### config.mk
export PLATFORM = sky130hd
export DESIGN_NAME = hex_digit_formatter
export DESIGN_NICKNAME = d
export VERILOG_FILES = /design/src/rtl/hex_digit_formatter_pkg.sv /design/src/rtl/hex_digit_formatter_bcd_add3.sv /design/src/rtl/hex_digit_formatter.sv
export SDC_FILE = /design/constraint.sdc
export NUM_CORES = 1
export LEC_CHECK = 0
export ABC_CLOCK_PERIOD_IN_PS = 1850
export BUFFER_PORTS_ARGS = -buffer_cell sky130_fd_sc_hd__buf_2
export CAP_MARGIN = 20
export CELL_PAD_IN_SITES_DETAIL_PLACEMENT = 0
export CELL_PAD_IN_SITES_GLOBAL_PLACEMENT = 2
export CORE_ASPECT_RATIO = 1.5
export CORE_MARGIN = 2
export CORE_UTILIZATION = 24
export CTS_CLUSTER_SIZE = 28
export DETAILED_ROUTE_END_ITERATION = 6
export GPL_TIMING_DRIVEN = 0
export PLACE_DENSITY_LB_ADDON = 0.2
export SETUP_SLACK_MARGIN = 0.2
export SLEW_MARGIN = 15
export SYNTH_ARGS = -nofsm -noshare
export SYNTH_HDL_FRONTEND = slang
export SYNTH_SLANG_ARGS = --single-unit
### constraint.sdc
create_clock -name clk_ref -period 1.85 [get_ports clk_ref]
set_clock_uncertainty 0.15 [all_clocks]
set_input_delay 0 -clock clk_ref [delete_from_list [all_inputs] [get_ports clk_ref]]
set_output_delay 0 -clock clk_ref [all_outputs]
set_load 0.1 [all_outputs]
### src/rtl/hex_digit_formatter_pkg.sv
// Shared types and constants for hex_digit_formatter.
// Optional decimal mode is enabled by defining HEX_FMT_DECIMAL_EN.
package hex_fmt_pkg;

    typedef enum logic [1:0] {
        IDLE    = 2'd0,
        CONVERT = 2'd1,
        DONE    = 2'd2
    } state_t;

    localparam int DEFAULT_NUM_DIGITS = 6;

    // Largest value representable in n decimal digits (10^n - 1); n <= 8 fits 32 bits.
    function automatic logic [31:0] dec_limit(input int n);
        logic [31:0] p;
        p = 32'd1;
        for (int i = 0; i < n; i++) begin
            p = p * 32'd10;
        end
        return p - 32'd1;
    endfunction

endpackage

### src/rtl/hex_digit_formatter_bcd_add3.sv
// Double-dabble correction for one BCD nibble: add 3 when the nibble is 5 or more.
module bcd_add3 (
    input  logic [3:0] raw,
    output logic [3:0] adjusted
);

    assign adjusted = (raw >= 4'd5) ? (raw + 4'd3) : raw;

endmodule

### src/rtl/hex_digit_formatter.sv
// Formats a binary value as hex or BCD digits with leading-zero blanking.
// Decimal mode (CONVERT state, BCD datapath, overflow) exists only with HEX_FMT_DECIMAL_EN.
module hex_digit_formatter
    import hex_fmt_pkg::*;
#(
    parameter int NUM_DIGITS = DEFAULT_NUM_DIGITS
) (
    input  logic                    clk_ref,
    input  logic                    reset,
    input  logic                    in_valid,
    output logic                    in_ready,
    input  logic [4*NUM_DIGITS-1:0] in_value,
    input  logic                    in_dec,
    output logic [4*NUM_DIGITS-1:0] digits,
    output logic [NUM_DIGITS-1:0]   digit_blank,
    output logic                    out_valid,
    output logic                    overflow
);

    localparam int VW = 4 * NUM_DIGITS;
    localparam logic [NUM_DIGITS-1:0] BLANK_RST = ~(NUM_DIGITS'(1));

    // Handshake: a value transfers on a rising edge where in_valid && in_ready;
    // in_ready depends only on state and reset, never on in_valid.
    state_t state;

    assign in_ready = (state == IDLE) && !reset;

    // A digit is blank when it and every more significant digit are zero; digit 0 never blanks.
    function automatic logic [NUM_DIGITS-1:0] blank_of(input logic [VW-1:0] v);
        logic                  seen;
        logic [NUM_DIGITS-1:0] res;
        seen = 1'b0;
        res  = '0;
        for (int i = NUM_DIGITS - 1; i >= 0; i--) begin
            if (v[4*i +: 4] != 4'h0) seen = 1'b1;
            res[i] = !seen && (i != 0);
        end
        return res;
    endfunction

`ifdef HEX_FMT_DECIMAL_EN
    localparam logic [VW-1:0] DEC_MAX   = VW'(dec_limit(NUM_DIGITS));
    localparam logic [VW-1:0] ALL_NINES = {NUM_DIGITS{4'h9}};
    localparam logic [5:0]    LAST_STEP = 6'(4 * NUM_DIGITS - 1);

    logic [VW-1:0] shift_reg;
    logic [VW-1:0] bcd;
    logic [VW-1:0] bcd_adj;
    logic [VW-1:0] bcd_step;
    logic [5:0]    count;

    for (genvar g = 0; g < NUM_DIGITS; g++) begin : g_add3
        bcd_add3 u_add3 (
            .raw      (bcd[4*g +: 4]),
            .adjusted (bcd_adj[4*g +: 4])
        );
    end

    // Correct every nibble, then shift in the next input bit MSB-first.
    assign bcd_step = {bcd_adj[VW-2:0], shift_reg[VW-1]};
`else
    logic unused_dec;
    assign unused_dec = in_dec;
`endif

    always_ff @(posedge clk_ref) begin
        if (reset) begin
            state       <= IDLE;
            digits      <= '0;
            digit_blank <= BLANK_RST;
            overflow    <= 1'b0;
            out_valid   <= 1'b0;
`ifdef HEX_FMT_DECIMAL_EN
            shift_reg   <= '0;
            bcd         <= '0;
            count       <= '0;
`endif
        end else begin
            out_valid <= 1'b0;
            case (state)
                IDLE: begin
                    if (in_valid) begin
`ifdef HEX_FMT_DECIMAL_EN
                        if (in_dec && (in_value <= DEC_MAX)) begin
                            state     <= CONVERT;
                            shift_reg <= in_value;
                            bcd       <= '0;
                            count     <= '0;
                        end else if (in_dec) begin
                            state       <= DONE;
                            out_valid   <= 1'b1;
                            digits      <= ALL_NINES;
                            digit_blank <= '0;
                            overflow    <= 1'b1;
                        end else begin
                            state       <= DONE;
                            out_valid   <= 1'b1;
                            digits      <= in_value;
                            digit_blank <= blank_of(in_value);
                            overflow    <= 1'b0;
                        end
`else
                        state       <= DONE;
                        out_valid   <= 1'b1;
                        digits      <= in_value;
                        digit_blank <= blank_of(in_value);
                        overflow    <= 1'b0;
`endif
                    end
                end
`ifdef HEX_FMT_DECIMAL_EN
                CONVERT: begin
                    shift_reg <= shift_reg << 1;
                    bcd       <= bcd_step;
                    count     <= count + 6'd1;
                    // The final step publishes straight to the outputs, saving a cycle.
                    if (count == LAST_STEP) begin
                        state       <= DONE;
                        out_valid   <= 1'b1;
                        digits      <= bcd_step;
                        digit_blank <= blank_of(bcd_step);
                        overflow    <= 1'b0;
                    end
                end
`endif
                DONE:    state <= IDLE;
                default: state <= IDLE;
            endcase
        end
    end

endmodule
==> results.md <==
* Status: finished, final reports clean
* Non-Filler Instances at 277
* Worst Setup Path Type: input port to output port
* Layout cells sized above 1 at 32.8%
* Leak at 0.853 nW
* Syn Area/Cell at 8.19 um^2
* Gr usage total at 13.0%
* Port-buffer cells at 57
* Cell taking the most area after synthesis: dfxtp_1
* CTS buffer count at 5
* Post-synth ARST share at 0%
* Largest family of logic cells by synthesized area: simple AND/OR/NAND/NOR gates
* Routed vias at approximately 1,200
* 1st-pass router iterations at 4
* Critical path's top delay family: buffers and inverters
* Antenna Nets Post-Route at 0
* Psw at approximately 680 uW
* Num ports at 61
* Die H at 87.8 um
* Die area at 5250 um^2
* DRT iter0 DRCs at 27
* Compound-cell area share of the yosys netlist at between 10% and 20%
* Dpl cells at 243
* Seq pwr share at between 30 and 40%
* Max rail drop VDD at between 400 and 500 uV
* Row cnt at 30
* Net total in the final layout at around 260
* Max Slew Vio Count at 0
* Clk sinks at 31
* Gate power share at 29.4%
* Initial antenna violation count at 0
* Gpl congestion at 0.707
* Residual DRC at 0
* Syn Inst Count at 137
* XOR/XNOR share of the synthesized area at 0%
* CP Buf/Inv Count at 4
* Yosys Warn Count at 0
* Sequential share of the synthesized area at 55.3%
* Top FF cell, synth: dfxtp_1
* Count of cell types in the netlist at 20
* Number of H-tree levels at 2
* Most common cell in the netlist: nand2_1
* Final min period at between 1000 and 1500 ps
* Worst-path fanout max at 10
* Largest cells by area after synthesis: dfxtp_1 55%, nand2_1 17%, a21oi_1 12%
* Hold crit path type: flip-flop to flip-flop
* Pre-CTS setup slack at roughly 390 ps
* CP Cell Sequence: dlygate4sd3_1 -> buf_2 -> clkbuf_2 -> nor2_2 -> clkbuf_4
* Tcrit/Tclk final at roughly four fifths
* Post-layout util at 40.9%
* Clock transition at the registers of the reported paths at 60 ps
* Worst skew pair latency at 280 ps
* Most frequent cells after synthesis: 51 x nand2_1, 31 x dfxtp_1, 27 x a21oi_1, 5 x clkbuf_1, 4 x buf_2
* Simple-Gate Fraction of Synth Area at between 20% and 30%
* Overflow after GRT at 0
* Power per standard cell area at about 1000 nW/um^2
* Critical Path Slowest Stage Cell: dlygate4sd3_1
* Final HPWL from detailed placement at ~2400 um
* Min Hold Slack at 301 ps
* Worst path max stage delay at between 500 and 600 ps
* Starting Density at between 20% and 30%
* Final wirelength at 3270 um
* Max-cap violations at 0
* Deepest clock path buffer count at 2
* Cell internal pwr at 1.17 mW
* Critical path startpoint category: input port
* RSZ-0062 raised after global routing: no
* Synth Cell Area at between 1000 and 1500 um^2
* Worst EP arrival at 1320 ps
* Switching share of power at 36.7%
* Area grow syn2layout at 64.3%
* CP Capture Type: output port
* Setup TNS at 0 ps
* Clk root buf: clkbuf_8
* Final Hold Viols at 0
* First-pass GRT wire length at 5030 um
* CTS tree: yes
* Drt wl/cell at ~12 um
* ANT cells at 0
* Area share of fa/ha/maj cells after synthesis at 0%
* Final worst slack at 378 ps
* Vias in the first global route at roughly 1,200
* Critical Path RT at between 1500 and 2000 ps
* Vias per inst at between 4 and 5
* Die X at 59.8 um
* Multiplexer share of the synthesized area at 0%
* F_max at 679 MHz
* Pin count of the biggest net entering global routing at 11
* Yosys reg bits at 31
* Top cell type's share of synthesized area at 55.3%
* Clock share of power at 31.2%
* Number of synthesized flops with an enable pin at 0
* Floorplan core area at approximately 4500 um^2
* # setup viols final at 0
what timing repair did:
item,in CTS,in global routing
gates resized for setup,0,4
hold buffers,26,0
endpoints found under the setup margin,0,2
endpoints found under the hold margin,29,0
buffers inserted,0,0
cell families after synthesis:
kind of cell           after synthesis
AND/OR/NAND/NOR                     64
flip-flops                          31
AO/OA/AOI/OAI                       30
buffers and inverters               11
other                                1
power by group through the flow:
| stage | Sequential [mW] | Clock [mW] | Combinational (mW) |
|---|---|---|---|
| floorplan | 1.03 | 0 | 0.110 |
| global placement | 0.742 | 0 | 0.498 |
| detailed placement | 0.744 | 0 | 0.501 |
| CTS | 0.729 | 0.599 | 0.544 |
| global route | 0.733 | 0.632 | 0.570 |
| finish | 0.729 | 0.577 | 0.542 |
path summary, 6_finish.rpt:
check                               start         end  slack [ps]  depth (start not counted)
worst max register to register   state[1]  digits[20]         380                          4
worst max-delay path                reset    in_ready         380                          5
worst min-delay path            digits[1]   digits[1]         300                          2
worst min register to register  digits[1]   digits[1]         300                          2
tightest hold or removal path: cells and delay by family, from the launching register on:
kind | cells | cell delay [ps]
AOI/OAI and AO/OA | 1 | 50
DFF | 1 | 310
and+or+nand+nor | 1 | 50
metrics by stage:
stage | power, mW | area, um^2
2_1_floorplan | 1.14 | 1130
4_1_cts | 1.87 | 1830
6_report | 1.85 | 1840
5_1_grt | 1.93 | 1840
3_5_place_dp | 1.24 | 1470
3_3_place_gp | 1.24 | 1470
cells in the final DEF, fill, tap and decap left out:
cell | netlist | final
conb_1 | 1 | 2
clkbuf_2 | 0 | 1
buf_4 | 2 | 2
nor2_2 | 0 | 1
nand3b_1 | 1 | 1
a21oi_1 | 27 | 27
dfxtp_1 | 31 | 31
nor4_1 | 2 | 1
clkbuf_1 | 5 | 5
nor4_2 | 0 | 1
nand2b_1 | 1 | 1
nor4_4 | 1 | 1
and3_1 | 1 | 1
or4_1 | 1 | 1
o21ai_0 | 1 | 1
or4_4 | 1 | 1
clkbuf_8 | 0 | 7
a211o_1 | 1 | 1
nor2_1 | 3 | 2
o31ai_1 | 1 | 1
nand4_1 | 1 | 1
buf_2 | 4 | 60
nand2_1 | 51 | 51
clkbuf_4 | 0 | 1
dlygate4sd3_1 | 0 | 26
nor2b_1 | 1 | 1
sequential cells by signal, summed over array words and instances (netlist names):
register	flops
digits	24
digit_blank	5
out_valid	1
state	1
routing by layer:
layer / part of all wire [%] / vias up / track usage [%]
met4: 1.6 / 0 / 6.06
met2: 52 / 40 / 22.1
met1: 41 / 536 / 13.9
met5: 0 / - / 0
met3: 6.1 / 6 / 4.87
li1: - / 625 / -
area by class of cell:
type / count / area, um^2
Fill cell: 507 / 2660
Sequential cell: 31 / 621
Timing Repair Buffer: 83 / 548
Multi-Input combinational cell: 96 / 460
Clock buffer: 8 / 100
Tap cell: 48 / 60.1
Buffer: 11 / 55.1
(Power assumes the default switching activity.)
